==> src/rtl/mem_access_pkg.sv <==
// mem_access_pkg: shared definitions for the load/store front-end.
//   SZ_*            request size encodings (req_size)
//   state_t         controller FSM states
//   is_misaligned() 1 when a size/low-address pair cannot be served as one access
//   align_lo()      forces the low address bits to the natural alignment of a size
package mem_access_pkg;

   localparam logic [1:0] SZ_BYTE = 2'b00;
   localparam logic [1:0] SZ_HALF = 2'b01;
   localparam logic [1:0] SZ_WORD = 2'b10;
   localparam logic [1:0] SZ_ILL  = 2'b11;

   typedef enum logic [2:0] {
      S_IDLE,
      S_RD,
      S_CAP,
      S_WR,
      S_RESP
   } state_t;

   function automatic logic is_misaligned(input logic [1:0] size, input logic [1:0] lo);
      logic mis;
      case (size)
         SZ_BYTE: mis = 1'b0;
         SZ_HALF: mis = lo[0];
         SZ_WORD: mis = (lo != 2'b00);
         default: mis = 1'b1;
      endcase
      return mis;
   endfunction

   // An illegal size is served as a word when misalignment is not an error.
   function automatic logic [1:0] align_lo(input logic [1:0] size, input logic [1:0] lo);
      logic [1:0] a;
      case (size)
         SZ_BYTE: a = lo;
         SZ_HALF: a = {lo[1], 1'b0};
         default: a = 2'b00;
      endcase
      return a;
   endfunction

endpackage

==> src/rtl/mem_lane_unit.sv <==
// mem_lane_unit: combinational lane handling for sub-word accesses (little-endian).
//   word       in  32  word read from the RAM
//   addr_lo    in  2   byte offset within the word (already aligned to size)
//   size       in  2   access size (SZ_*); SZ_ILL behaves as a word
//   sign_ext   in  1   1 = sign-extend loads, 0 = zero-extend
//   wdata      in  32  right-justified store data
//   load_data  out 32  extracted and extended load value
//   store_word out 32  word with the store data merged into its lane
module mem_lane_unit
   import mem_access_pkg::*;
(
   input  logic [31:0] word,
   input  logic [1:0]  addr_lo,
   input  logic [1:0]  size,
   input  logic        sign_ext,
   input  logic [31:0] wdata,
   output logic [31:0] load_data,
   output logic [31:0] store_word
);

   logic [7:0]  lane_b;
   logic [15:0] lane_h;

   always_comb begin
      lane_b = word[7:0];
      case (addr_lo)
         2'd0: lane_b = word[7:0];
         2'd1: lane_b = word[15:8];
         2'd2: lane_b = word[23:16];
         2'd3: lane_b = word[31:24];
         default: lane_b = word[7:0];
      endcase
      lane_h = addr_lo[1] ? word[31:16] : word[15:0];

      load_data  = word;
      store_word = wdata;
      case (size)
         SZ_BYTE: begin
            load_data = {{24{sign_ext & lane_b[7]}}, lane_b};
            case (addr_lo)
               2'd0: store_word = {word[31:8], wdata[7:0]};
               2'd1: store_word = {word[31:16], wdata[7:0], word[7:0]};
               2'd2: store_word = {word[31:24], wdata[7:0], word[15:0]};
               2'd3: store_word = {wdata[7:0], word[23:0]};
               default: store_word = word;
            endcase
         end
         SZ_HALF: begin
            load_data  = {{16{sign_ext & lane_h[15]}}, lane_h};
            store_word = addr_lo[1] ? {wdata[15:0], word[15:0]} : {word[31:16], wdata[15:0]};
         end
         default: begin
            load_data  = word;
            store_word = wdata;
         end
      endcase
   end

endmodule

==> src/rtl/mem_access_ctrl.sv <==
// mem_access_ctrl: load/store front-end for a single-port synchronous word RAM.
// Serves byte/half/word requests with full-word RAM cycles; sub-word stores use
// read-modify-write. One request in flight; response held until consumed.
// Optional build macro MEM_ACCESS_PERF_EN adds perf_loads/perf_stores/perf_errs.
//
// Ports:
//   clk, rst_n                  clock, async active-low reset
//   req_valid/req_ready         request handshake
//   req_we/size/signed/addr/wdata  request fields, captured at acceptance
//   resp_valid/resp_ready       response handshake
//   resp_rdata, resp_err        extended load data (0 for stores/errors), error flag
//   mem_cs/oe/we/addr/din       RAM controls (word-aligned), mem_dout RAM read data
//
// state  | meaning
// IDLE   | waiting for a request (req_ready=1)
// RD     | RAM read cycle (cs, oe)
// CAP    | sample mem_dout: extract load lane or merge store lane
// WR     | RAM write cycle (cs, we)
// RESP   | response presented until resp_ready
module mem_access_ctrl
   import mem_access_pkg::*;
#(
   parameter int ADDR_W          = 32,
   parameter bit ERR_ON_MISALIGN = 1'b1
) (
   input  logic              clk,
   input  logic              rst_n,
`ifdef MEM_ACCESS_PERF_EN
   output logic [31:0]       perf_loads,
   output logic [31:0]       perf_stores,
   output logic [31:0]       perf_errs,
`endif
   input  logic              req_valid,
   output logic              req_ready,
   input  logic              req_we,
   input  logic [1:0]        req_size,
   input  logic              req_signed,
   input  logic [ADDR_W-1:0] req_addr,
   input  logic [31:0]       req_wdata,
   output logic              resp_valid,
   input  logic              resp_ready,
   output logic [31:0]       resp_rdata,
   output logic              resp_err,
   output logic              mem_cs,
   output logic              mem_oe,
   output logic              mem_we,
   output logic [ADDR_W-1:0] mem_addr,
   output logic [31:0]       mem_din,
   input  logic [31:0]       mem_dout
);

   state_t      state_q, state_d;
   logic        run_q;
   logic [1:0]  size_q;
   logic        sign_q;
   logic        we_q;
   logic [1:0]  lo_q;
   logic [31:0] wdata_q;
   logic [31:0] rdata_q;
   logic        err_q;

   logic        accept;
   logic        mis_err;
   logic        resp_done;
   logic [31:0] lane_load;
   logic [31:0] lane_store;

   // run_q keeps req_ready low while reset is held and for the release edge.
   assign req_ready  = run_q & (state_q == S_IDLE);
   assign accept     = req_valid & req_ready;
   assign mis_err    = ERR_ON_MISALIGN & is_misaligned(req_size, req_addr[1:0]);
   assign resp_valid = (state_q == S_RESP);
   assign resp_done  = resp_valid & resp_ready;
   assign resp_rdata = rdata_q;
   assign resp_err   = err_q;
   assign mem_cs     = (state_q == S_RD) | (state_q == S_WR);
   assign mem_oe     = (state_q == S_RD);
   assign mem_we     = (state_q == S_WR);

   mem_lane_unit u_lane (
      .word       (mem_dout),
      .addr_lo    (lo_q),
      .size       (size_q),
      .sign_ext   (sign_q),
      .wdata      (wdata_q),
      .load_data  (lane_load),
      .store_word (lane_store)
   );

   always_comb begin
      state_d = state_q;
      case (state_q)
         S_IDLE: begin
            if (accept) begin
               if (mis_err)
                  state_d = S_RESP;
               else if (req_we && req_size[1])
                  state_d = S_WR;        // word (or force-aligned illegal) store
               else
                  state_d = S_RD;
            end
         end
         S_RD:    state_d = S_CAP;
         S_CAP:   state_d = we_q ? S_WR : S_RESP;
         S_WR:    state_d = S_RESP;
         S_RESP:  if (resp_ready) state_d = S_IDLE;
         default: state_d = S_IDLE;
      endcase
   end

   always_ff @(posedge clk or negedge rst_n) begin
      if (!rst_n) begin
         state_q  <= S_IDLE;
         run_q    <= 1'b0;
         size_q   <= SZ_BYTE;
         sign_q   <= 1'b0;
         we_q     <= 1'b0;
         lo_q     <= 2'b00;
         wdata_q  <= '0;
         rdata_q  <= '0;
         err_q    <= 1'b0;
         mem_addr <= '0;
         mem_din  <= '0;
      end else begin
         state_q <= state_d;
         run_q   <= 1'b1;
         case (state_q)
            S_IDLE: begin
               if (accept) begin
                  size_q  <= req_size;
                  sign_q  <= req_signed;
                  we_q    <= req_we;
                  lo_q    <= align_lo(req_size, req_addr[1:0]);
                  wdata_q <= req_wdata;
                  rdata_q <= '0;
                  err_q   <= mis_err;
                  if (!mis_err) begin
                     mem_addr <= {req_addr[ADDR_W-1:2], 2'b00};
                     if (req_we)
                        mem_din <= req_wdata;
                  end
               end
            end
            S_CAP: begin
               if (we_q)
                  mem_din <= lane_store;
               else
                  rdata_q <= lane_load;
            end
            S_RESP: begin
               if (resp_ready) begin
                  rdata_q <= '0;
                  err_q   <= 1'b0;
               end
            end
            default: ;
         endcase
      end
   end

`ifdef MEM_ACCESS_PERF_EN
   always_ff @(posedge clk or negedge rst_n) begin
      if (!rst_n) begin
         perf_loads  <= '0;
         perf_stores <= '0;
         perf_errs   <= '0;
      end else if (resp_done) begin
         if (err_q)
            perf_errs <= perf_errs + 32'd1;
         else if (we_q)
            perf_stores <= perf_stores + 32'd1;
         else
            perf_loads <= perf_loads + 32'd1;
      end
   end
`endif

endmodule

==> config.mk <==
export PLATFORM = sky130hd
export DESIGN_NAME = mem_access_ctrl
export DESIGN_NICKNAME = d
export VERILOG_FILES = /design/src/rtl/mem_access_pkg.sv /design/src/rtl/mem_lane_unit.sv /design/src/rtl/mem_access_ctrl.sv
export SDC_FILE = /design/constraint.sdc
export NUM_CORES = 1
export LEC_CHECK = 0
export CORE_MARGIN = 4
export CORE_UTILIZATION = 41
export CTS_BUF_LIST = sky130_fd_sc_hd__clkbuf_4 sky130_fd_sc_hd__clkbuf_8
export CTS_CLUSTER_SIZE = 28
export DETAILED_ROUTE_END_ITERATION = 6
export HOLD_SLACK_MARGIN = 0.05
export PLACE_DENSITY = 0.77
export SKIP_LAST_GASP = 1
export SLEW_MARGIN = 10
export SYNTH_ARGS = -nofsm -noshare
export SYNTH_HDL_FRONTEND = slang
export SYNTH_SLANG_ARGS = --single-unit
==> constraint.sdc <==
create_clock -name clk -period 1.95 [get_ports clk]
set_input_delay 0.39 -clock clk [delete_from_list [all_inputs] [get_ports clk]]
set_output_delay 0.39 -clock clk [all_outputs]
set_load 0.1 [all_outputs]
==> summary.txt, run 1 <==
Global routing
  – First-pass GRT wire length: 32,900 um
  – Initial antenna violation count: 0
  – Total track usage: 0.226
  – Largest net degree at the start of global routing: 46
  – Met1 usage: 0.298
  – Remaining Overflow, GRT: 0
  – GR met2 Demand/Resource: 0.359
  – Grt met3 use: 0.0695
  – Number of global-route vias before repair: 6,144
  – GRT busiest layer: met2

Die
  – Die Width: 137 um
  – Die H: 137 um
  – Boundary Pins: 206
  – Total die area: 0.0188 mm^2
  – Std cell rows: 46
  – Initial core utilization: 0.423
  – Core ar.: 0.0161 mm^2

Logic synthesis
  – FFs w/ async S/R, synth: 1.00
  – Area contributors post-synth: dfrtp_1 50%, mux2_2 13%, mux2i_1 3.5%, nand2_1 3.2%, nor2_1 3.2%
  – Syn Area/Cell: 10.7 um^2
  – Most frequent cells after synthesis: 137 x dfrtp_1, 81 x mux2_2, 59 x nand2_1
  – Synth Flop Type: dfrtp_1
  – Post-Syn Area: 0.00682 mm^2
  – Cells after Synth: 635
  – Count leader, synth: dfrtp_1
  – Synth top area share: 0.502
  – Post-synthesis sequential area ratio: 0.502
  – Synth cell types: 45
  – Yosys top cell by area: dfrtp_1
  – Synthesized flop and latch total: 137
  – Synth warn: 0
  – EDFF count, synth: 0

STA
  – RSZ-0062 raised after global routing: yes
  – Fin crit share: 1.03
  – Final Hold Fails: 0
  – Worst Hold Slack: 389 ps
  – Clock skew: 15.1 ps
  – Peak Freq: 0.497 GHz
  – Max-slew violations: 0
  – Final min period: 2010 ps
  – Final setup violation count: 2
  – Final Worst Setup Slack: -62.6 ps

Detailed routing
  – ANT nets after route: 0
  – Routed len/inst: 19.2 um
  – Final WL: 21,200 um
  – Vias post-DR: 6,083
  – Vias per cell: 5.52
  – DRT Pass-1 Iters: 6
  – Initial drt markers: 577
  – Residual DRC count: 0

Critical path
  – Crit end category: output port
  – Setup Crit Path Kind: flip-flop to output port
  – R2R depth: 4
  – Req. time, crit path: 1560 ps
  – Nature of the critical path startpoint: flip-flop
  – Worst path max stage delay: 440 ps
  – CP Max Fanout: 5
  – Worst-path cell chain: or2_4 > nor3b_4 > buf_12
  – Crit path DAT: 1620 ps
  – Critical-path top delay cell: dfrtp_2

Final layout
  – Area grow syn2layout: 49.0%
  – Area of the multi-input gates: 0.00324 mm^2
  – FF/Latch Area: 0.00343 mm^2
  – Antenna Cells: 0
  – Final cell count without fillers: 1,101
  – Final instance area: 0.0102 mm^2
  – Fraction of layout cells with a size suffix above 1: 0.356
  – Nets: 976
  – Filler Cell Count: 1,296

Clock tree
  – CTS HTree Levels: 4
  – Worst-skew pair later-pin latency: 450 ps
  – CTS Buffer Depth: 2
  – Clk slew on worst S/H paths: 80 ps
  – TritonCTS Sinks: 137
  – CTS tree: yes
  – Clk root buf: clkbuf_8
  – Number of CTS-inserted buffers: 17

Place
  – Dpl cells: 1,057
  – Placed inst area: 0.00954 mm^2
  – Buffers added on ports: 203
  – Hpwl dp: 16,000 um
  – Worst slack at placement: -421 ps
  – Routability cong.: 0.933

Min path
  – Hold crit path type: input pin to async pin

Outcome
  – Status: finished, violations left
  – Failing checks: negative setup slack

Run
  – Maxcap violations: 0
cells by family after synthesis:
kind of cell	Yosys count	share of synthesized area
other cells	2	0.00110
simple gates	166	0.106
mux	107	0.174
flops	137	0.502
buf+inv	59	0.0381
compound gates	164	0.178
repair_timing:
| action | in CTS | in global routing |
|---|---|---|
| gates cloned | 0 | 2 |
| buffers inserted | 5 | 5 |
| pin swaps | 2 | 1 |
| endpoints found under the setup margin | 25 | 40 |
| endpoints found under the hold margin | 27 | 0 |
| resized for setup | 5 | 13 |
| hold buffers | 1 | 0 |
final timing paths:
check | from | end | slack (ps)
worst max-delay path | state_q[0]$_DFFE_PN0P_ | req_ready | -60
worst min-delay path | rst_n | wdata_q[13]$_DFFE_PN0P_ | 390
worst max register to register | lo_q[1]$_DFFE_PN0P_ | mem_din[30]$_DFFE_PN0P_ | 70
worst min register to register | mem_din[12]$_DFFE_PN0P_ | mem_din[12]$_DFFE_PN0P_ | 490
max in group asynchronous | rst_n | resp_rdata[1]$_DFFE_PN0P_ | 980
min in group clk | mem_din[12]$_DFFE_PN0P_ | mem_din[12]$_DFFE_PN0P_ | 490
layout by cell type, fill, tap and decap left out, drive strengths merged, types with 9 or more instances in the layout:
| master | n |
|---|---|
| a2111oi | 9 |
| a211oi | 17 |
| a21oi | 16 |
| a221o | 16 |
| a31oi | 9 |
| buf | 164 |
| clkbuf | 23 |
| clkdlybuf4s50 | 102 |
| dfrtp | 137 |
| mux2 | 82 |
| mux2i | 24 |
| nand2 | 59 |
| nand3 | 19 |
| nor2 | 58 |
| nor3 | 12 |
| o21ai | 37 |
| o31ai | 15 |
per-layer routing:
| metal | vias to the layer above | part of all wire |
|---|---|---|
| met5 | - | 0 |
| met4 | 0 | 0.023 |
| met3 | 48 | 0.098 |
| met2 | 314 | 0.47 |
| met1 | 2911 | 0.40 |
| li1 | 2810 | - |
sequential cells by signal (all words and copies together) (netlist names):
name,flops
mem_addr,30
wdata_q,32
state_q,3
resp_rdata,32
resp_err,1
lo_q,2
we_q,1
mem_din,32
size_q,2
sign_q,1
run_q,1
metrics by stage:
step,utilization,setup TNS [ps]
floorplan,-,-32710
global placement,0.592,-20810
detailed placement,0.592,-24450
CTS,0.623,-234
global route,0.631,-348
finish,0.631,-119
critical path: cells and delay by family (launching register included):
kind / cells / cell delay, ps
buf+inv: 1 / 210
flops: 1 / 440
simple gates: 2 / 510
layout make-up:
type | instances | share of cell area
clock inverter | 11 | 0.0166
tap | 216 | 0.0266
timing repair buffer | 269 | 0.270
clock buffer | 21 | 0.0278
sequential | 137 | 0.338
multi-input combinational | 440 | 0.319
inverter | 7 | 0.00258
Power of run 1 is not shown: default switching activity piles up to over one toggle a cycle in this logic, so the estimate is an artifact.
==> run 2, diff against run 1 <==
CORE_UTILIZATION = 49   (was 41)
PLACE_DENSITY = 0.89   (was 0.77)
==> summary.txt, run 2 (synthesis gave the netlist of run 1 again) <==
Global routing
  – Total track usage: 0.280
  – Number of global-route vias before repair: 6,478
  – Largest net degree at the start of global routing: 46
  – First-pass GRT wire length: 35,000 um
  – Initial antenna violation count: 0
  – Remaining Overflow, GRT: 0

Place
  – Dpl cells: 1,009
  – Routability cong.: 0.936
  – Placed inst area: 0.00938 mm^2
  – Buffers added on ports: 203
  – Hpwl dp: 16,600 um

Die
  – Die Width: 126 um
  – Boundary Pins: 206
  – Die H: 126 um
  – Total die area: 0.0159 mm^2
  – Core ar.: 0.0135 mm^2
  – Std cell rows: 42
  – Initial core utilization: 0.507

Critical path
  – Top Family by Delay on Critical Path: simple AND/OR/NAND/NOR gates
  – CP Max Fanout: 5
  – Worst path max stage delay: 440 ps
  – Critical-path top delay cell: dfrtp_2
  – Nature of the critical path startpoint: flip-flop
  – Setup Crit Path Kind: flip-flop to output port
  – Req. time, crit path: 1560 ps
  – Crit path DAT: 1670 ps
  – Crit end category: output port
  – Worst-path cell chain: or2_4 > nor3b_4 > buf_12
  – Buf/Inv on CP: 1

Clock tree
  – CTS Buffer Depth: 2
  – Clk root buf: clkbuf_8
  – Worst-skew pair later-pin latency: 460 ps
  – Clk slew on worst S/H paths: 70 ps
  – TritonCTS Sinks: 137
  – CTS HTree Levels: 4
  – Number of CTS-inserted buffers: 17
  – CTS tree: yes

Detailed routing
  – Vias per cell: 6.05
  – WL met1: 8740 um
  – DRT Pass-1 Iters: 5
  – Initial drt markers: 551
  – Vias post-DR: 6,390
  – Routed len/inst: 21.5 um
  – Metal3 WL: 1770 um
  – Top Layer Used: met4
  – Final WL: 22,700 um
  – Met2 routed WL: 11,500 um
  – ANT nets after route: 0
  – Residual DRC count: 0

STA
  – Final Hold Fails: 0
  – Final Worst Setup Slack: -105 ps
  – Peak Freq: 0.487 GHz
  – Worst Hold Slack: 433 ps
  – Worst-Margin Slew: 682 ps
  – RSZ-0062 raised after global routing: yes
  – Slew Limit Headroom: 0.545
  – Fin crit share: 1.05
  – Final min period: 2060 ps
  – Clock skew: 11.4 ps
  – Final setup violation count: 4
  – Max-slew violations: 0

Final layout
  – Nets: 972
  – Area grow syn2layout: 47.8%
  – Most frequent cells in the layout: 132 x dfrtp_1, 120 x buf_4, 102 x clkdlybuf4s50_1
  – Most common cell after layout, fill and taps aside: dfrtp_1
  – Final cell count without fillers: 1,056
  – Final instance area: 0.0101 mm^2
  – Fraction of layout cells with a size suffix above 1: 0.356
  – Finished Core Util: 0.750
  – Antenna Cells: 0

Outcome
  – Status: finished, violations left
  – Failing checks: negative setup slack

Run
  – Maxcap violations: 0

Min path
  – Hold crit path type: input pin to async pin
run 2: timing repair:
item                                    4_1_cts  5_1_grt
pin swaps                                     3        6
resized for setup                             9       26
gates cloned                                  1        2
hold endpoints to repair                     42        0
endpoints found under the setup margin       29       48
hold buffers                                  1        0
setup buffers                                 5        7
run 2: per-stage QoR:
step | setup TNS [ps] | setup slack [ps]
after CTS | -262 | -108
after global routing | -856 | -164
after detailed placement | -30590 | -519
after floorplan | -32710 | -487
after global placement | -22000 | -384
final | -204 | -105
run 2: area by class of cell:
class / count / area (um^2)
multi-input combinational: 440 / 3240
tap: 176 / 220
clock buffer: 23 / 304
fill: 858 / 3370
clock inverter: 8 / 118
timing repair buffer: 265 / 2740
inverter: 7 / 26.3
sequential: 137 / 3430
run 2: layer usage:
metal  vias to the layer above  track usage
li1                       2804            -
met1                      3172        0.353
met2                       351        0.470
met3                        63       0.0610
met4                         0        0.115
met5                         -            0
run 2: path summary, 6_finish.rpt:
check / startpoint / end / slack [ps] / cells past startpoint
worst max-delay path: state_q[0]$_DFFE_PN0P_ / req_ready / -110 / 3
worst min-delay path: rst_n / mem_din[2]$_DFFE_PN0P_ / 430 / 2
worst max register to register: state_q[0]$_DFFE_PN0P_ / mem_din[12]$_DFFE_PN0P_ / -40 / 4
worst min register to register: mem_din[3]$_DFFE_PN0P_ / mem_din[3]$_DFFE_PN0P_ / 490 / 1
max in group asynchronous: rst_n / mem_addr[11]$_DFFE_PN0P_ / 920 / 3
min in group clk: mem_din[3]$_DFFE_PN0P_ / mem_din[3]$_DFFE_PN0P_ / 490 / 1
run 2: worst register-to-register path, cell delays in order (launching register included):
cell       delay [ps]
dfrtp_2           440
buf_4             160
or3_1             560
a2111oi_1         550
o31ai_1           150
Power of run 2 is left out for the same reason.
